**src/rtl/crc_code_pkg.sv**
```systemverilog
// rtl/crc_code_pkg.sv - shared constants, FSM states and CRC-4 helpers for the CRC code read path
package crc_code_pkg;

  localparam int DATA_W = 8;
  localparam int CRC_W  = 4;
  localparam int ADDR_W = 4;
  localparam int WORD_W = DATA_W + CRC_W;
  localparam logic [CRC_W-1:0] CRC_POLY = 4'b0011;

  typedef enum logic [2:0] {
    ST_IDLE,
    ST_ADDR,
    ST_FETCH,
    ST_CAPTURE,
    ST_CHECK,
    ST_REPORT
  } state_e;

  typedef struct packed {
    logic       valid;
    logic [3:0] pos;
  } fix_t;

  function automatic logic [CRC_W-1:0] crc_step(input logic [CRC_W-1:0] r,
                                                input logic             d,
                                                input logic [CRC_W-1:0] poly);
    logic fb;
    fb = r[CRC_W-1] ^ d;
    return {r[CRC_W-2:0], 1'b0} ^ (fb ? poly : '0);
  endfunction

  // Syndrome of a single flipped bit i is x^i mod g(x); weights 1001/1101/1111 never occur.
  function automatic fix_t syndrome_to_pos(input logic [CRC_W-1:0] s);
    fix_t f;
    f.valid = 1'b1;
    case (s)
      4'b0001: f.pos = 4'd0;
      4'b0010: f.pos = 4'd1;
      4'b0100: f.pos = 4'd2;
      4'b1000: f.pos = 4'd3;
      4'b0011: f.pos = 4'd4;
      4'b0110: f.pos = 4'd5;
      4'b1100: f.pos = 4'd6;
      4'b1011: f.pos = 4'd7;
      4'b0101: f.pos = 4'd8;
      4'b1010: f.pos = 4'd9;
      4'b0111: f.pos = 4'd10;
      4'b1110: f.pos = 4'd11;
      default: begin
        f.valid = 1'b0;
        f.pos   = 4'd0;
      end
    endcase
    return f;
  endfunction

endpackage

```
**src/rtl/crc_code_serial_lfsr.sv**
```systemverilog
// rtl/crc_code_serial_lfsr.sv - bit-serial CRC-4 LFSR shared by the read checker and write encoder
module crc_code_serial_lfsr
  import crc_code_pkg::*;
#(
  parameter logic [CRC_W-1:0] POLY = CRC_POLY
) (
  input  logic             clk,
  input  logic             rst,
  input  logic             clear,
  input  logic             shift_en,
  input  logic             bit_in,
  output logic [CRC_W-1:0] crc_out
);

  logic [CRC_W-1:0] r_q;

  always_ff @(posedge clk) begin
    if (rst || clear) begin
      r_q <= '0;
    end else if (shift_en) begin
      r_q <= crc_step(r_q, bit_in, POLY);
    end
  end

  assign crc_out = r_q;

endmodule

```
**config.mk**
```make
export PLATFORM = sky130hd
export DESIGN_NAME = crc_code_serial_lfsr
export DESIGN_NICKNAME = d
export VERILOG_FILES = /design/src/rtl/crc_code_pkg.sv /design/src/rtl/crc_code_serial_lfsr.sv
export SDC_FILE = /design/constraint.sdc
export NUM_CORES = 1
export LEC_CHECK = 0
export CORE_AREA = 10 10 47 49
export CTS_CLUSTER_SIZE = 24
export DETAILED_ROUTE_END_ITERATION = 7
export DIE_AREA = 0 0 57 59
export PLACE_DENSITY = 0.44
export SYNTH_ARGS = -nofsm -noshare
export SYNTH_HDL_FRONTEND = slang
export SYNTH_SLANG_ARGS = --single-unit
```
**constraint.sdc**
```tcl
create_clock -name clk -period 1.2 [get_ports clk]
set_input_delay 0.18 -clock clk [delete_from_list [all_inputs] [get_ports clk]]
set_output_delay 0.18 -clock clk [all_outputs]
set_load 0.03 [all_outputs]
```
==> Word-level counts from Yosys, hierarchy flattened <==
Index checks and enable logic that the tools add are counted.
Widths: inputs -> output; s select.
{ "op_classes": {"n_mux": 1, "n_reduce_logical": 1, "bitwise_logic": 2} }
{ "ops": {"columns": ["cell", "count"], "rows": [
  ["$xor 4x2->4", 1],
  ["$mux 2", 1],
  ["$logic_or 1x1->1", 1],
  ["$xor 1x1->1", 1]
]} }
{ "word_totals": {"reg_bits": 4, "out_inout_bits": 4, "word_cells": 5, "in_bits": 5} }

==> Longest topological paths before layout <==
{ "logic_depth": {"depth_word": 3, "ltp_mapped": 3, "mapped_depth_nobuf": 3} }

==> Worst setup path after synthesis <==
No wires, ideal clock.
{ "synth_path": {"path_kind": "register to register", "from": "register r_q[3], in the netlist crc_out[3]", "to": "register r_q[0], in the netlist crc_out[0]", "arrival_time_ns": 1.019, "n_path_buf": 0, "setup_ns": 0.103, "synth_period_minus_slack_ns": 1.122, "slack_ns": 0.078, "stages_incl_launch_ff": 3, "required_ns": 1.097, "path_cell_list": "dfxtp_1 -> xnor2_1 -> a2111oi_2"} }
{ "synth_between": {"elab_chain_cells": 3} }
{ "synth_lines": {"columns": ["item", "line_no", "source"], "rows": [
  ["start, declared", "crc_code_serial_lfsr.sv:15", "logic [CRC_W-1:0] r_q;"],
  ["start signal, assigned", "crc_code_serial_lfsr.sv:21", "r_q <= crc_step(r_q, bit_in, POLY);"],
  ["$xor 1x1->1", "crc_code_pkg.sv:28", "fb = r[CRC_W-1] ^ d;"],
  ["$mux 2", "crc_code_pkg.sv:29", "return {r[CRC_W-2:0], 1'b0} ^ (fb ? poly : '0);"],
  ["$xor 4x2->4", "crc_code_pkg.sv:29", null]
]} }
No other way between the ends.
A chain may end at the register's enable or synchronous reset.

==> Worst setup path after layout <==
{ "layout_path": {"from": "input port bit_in", "to": "register r_q[0], in the netlist crc_out[0]"} }
{ "layout_between": {"elab_chain_cells": 3} }
{ "layout_lines": {"columns": ["item", "line_no", "source"], "rows": [
  ["start, declared", "crc_code_serial_lfsr.sv:11", "input logic bit_in,"],
  ["$xor 1x1->1", "crc_code_pkg.sv:28", null],
  ["$mux 2", "crc_code_pkg.sv:29", null],
  ["$xor 4x2->4", "crc_code_pkg.sv:29", null]
]} }
No other way between the ends.

==> reports/qor.csv <==
stage,metric,value,unit
outcome,status,finished clean,
global_routing,grt_start_max_net_pins,7,
hold_path,min_path_type,reg -> reg,
clock_network,cts_resized,0,
route,drc,0,
cells_and_area,antenna_cells,0,
setup_path,worstPathArrival,1.13,ns
sta,fin_crit_sh,82.45,%
synthesis,seq_area_frac_synth,45.71,%
cells_and_area,area_delta_synth_final,74.29,%
pwr,ir_drop,483.0,uV
setup_path,crit_fanout,3,
placement,place.detailed.hpwl,370.3,microns
job,drv_cap,0,
floorplanning,start_util,12.50,%
clock_network,numCtsBuffers,3,
synthesis,syn_nets,22,
global_routing,grt_remaining_overflow,0,
floorplanning,io_pins,9,
floorplanning,fp.coreArea,0.001401,sq mm
sta,layout_min_cycle_time,0.9893,ns
sta,setup_ws,0.2107,ns
synthesis,synth_cell_types,10,
placement,io_buffers,8,
pwr,power.density,1193,mW/mm^2
global_routing,grt_pass1_vias,190,
sta,max_freq,1011,MHz
setup_path,crit_chain,"clkdlybuf4s50_1, xnor2_1, a2111oi_2",
setup_path,cp-end-kind,flop,
clock_network,cts.path.max_buffers,2,
floorplanning,num_rows,14,
cells_and_area,drive_gt1_share,36.67,%
setup_path,cp_slowest_cell,clkdlybuf4s50_1,
synthesis,ys_ff_latch,4,
global_routing,use_met1,4.157,%
placement,place.gp.congestion,0.6311,
setup_path,criticalPathCategory,in -> reg,
sta,fin_skew,0.001434,ns
sta,finalHoldViolCount,0,
clock_network,cts_tree,built,
sta,maxSlewHeadroom,78.35,%
global_routing,antenna_found_initial,0,
clock_network,clock_sinks,4,
global_routing,grt_usage,3.328,%
floorplanning,die_x,57,microns
cells_and_area,layout.nets,37,
pwr,p_leak,0.1202,nW
clock_network,post-cts-setup-buffers,0,
route,ant_nets,0,
setup_path,worstPathRequired,1.34,ns
clock_network,insertion_delay,0.24,ns
clock_network,cts_root_buf,clkbuf_4,
sta,setup_viol,0,
clock_network,clk_pin_slew_worst_paths,0.04,ns
global_routing,gr-usage-met2,2.326,%
setup_path,slowest_delay,0.41,ns
route,wire_per_inst,10.85,microns
setup_path,startpoint_type,input pin,
placement,pre_cts_slack,-0.03722,ns
clock_network,htreeDepth,1,
floorplanning,die_y,59,microns
route,vias,170,
route,vias_per_cell,3.696,
sta,rsz0062_at_grt,no,
route,postRouteWirelength,499,microns
sta,worst_pin_slew,0.3224,ns
global_routing,grt_pass1_wl,765,microns
sta,hold_ws,0.5406,ns
cells_and_area,nFillCells,168,
cells_and_area,largest_reg_flops,4,
sta,slew_violations,0,
synthesis,yosys_warnings,0,
synthesis,synthCells,17,
floorplanning,dieArea,0.003363,sq mm
synthesis,syn_area,175.2,sq um
route,first_pass_iters,4,
route,drt_iter0_drc,7,
synthesis,synth.avg_cell_area,10.30,sq um
global_routing,use_met3,2.575,%
global_routing,grt_most_used_layer,met4,
clock_network,cts_hold_buf,0,
## report_power, final
group / switching [W] / internal [W] / total [W]
clock network: 0.0000608 / 0.000112 / 0.000173
logic: 0.0000234 / 0.0000284 / 0.0000518
registers: 0.00000279 / 0.000137 / 0.000139
total: 0.0000870 / 0.000277 / 0.000364
## cell families after synthesis
group / count (synthesis) / share of synthesized area (%)
compound gates: 2 / 12.86
xor+xnor: 1 / 5.001
buf+inv: 1 / 2.854
flops: 4 / 45.72
mux: 2 / 11.43
simple gates: 7 / 22.14
## placed cells by master (no fill, tap or decap), drive strengths merged
cell type and n:
nand4 1, a2111oi 1, clkdlybuf4s50 4, nor2 2, mux2i 2, dfxtp 4, nand3b 2, o211ai 1
nor3 2, xnor2 1, clkbuf 3, buf 7
## worst paths after layout
check | depth (start not counted) | to | from | slack (ns)
worst max-delay path | 3 | crc_out[0] | bit_in | 0.21
worst min-delay path | 2 | crc_out[1] | crc_out[1] | 0.54
worst max register to register | 2 | crc_out[0] | crc_out[3] | 0.25
worst min register to register | 2 | crc_out[1] | crc_out[1] | 0.54
## area by class of cell
class / count / area [sq um] / area share [%]
Clock buffer: 3 / 22.52 / 7.377
Multi-Input combinational cell: 12 / 90.09 / 29.51
Sequential cell: 4 / 80.08 / 26.23
Tap cell: 16 / 20.02 / 6.557
Timing Repair Buffer: 11 / 92.59 / 30.33
## cells in the mapped netlist
cell type	count	area (sq um)
o211ai_1	1	7.510
dfxtp_1	4	80.08
nand4_1	1	6.260
a2111oi_2	1	15.01
xnor2_1	1	8.760
nor2_1	2	7.510
nor3_1	2	10.01
buf_2	1	5.000
mux2i_1	2	20.02
nand3b_1	2	15.01
## layer usage
layer	vias up	wire (microns)
met5	-	0
met1	71	302
li1	90	-
met3	0	52
met2	9	143
met4	0	0
## per-stage QoR
stage	cells	cell area [sq um]	setup TNS (ns)	total power, W	utilization (%)
3_3_place_gp	43	282.8	-0.004990	0.0001922	20.18
3_5_place_dp	43	282.8	-0.04847	0.0001932	20.18
4_1_cts	46	305.3	0	0.0003763	21.79
5_1_grt	46	305.3	0	0.0003857	21.79
6_report	46	305.3	0	0.0003643	21.79
2_1_floorplan	17	175.2	0	0.0001629	-
## worst max-delay path: cells and delay by family
family	cells	cell delay, ns
buffers and inverters	1	0.41
XOR/XNOR	1	0.18
AO/OA/AOI/OAI	1	0.35
Power figures use the tool's default switching activity.
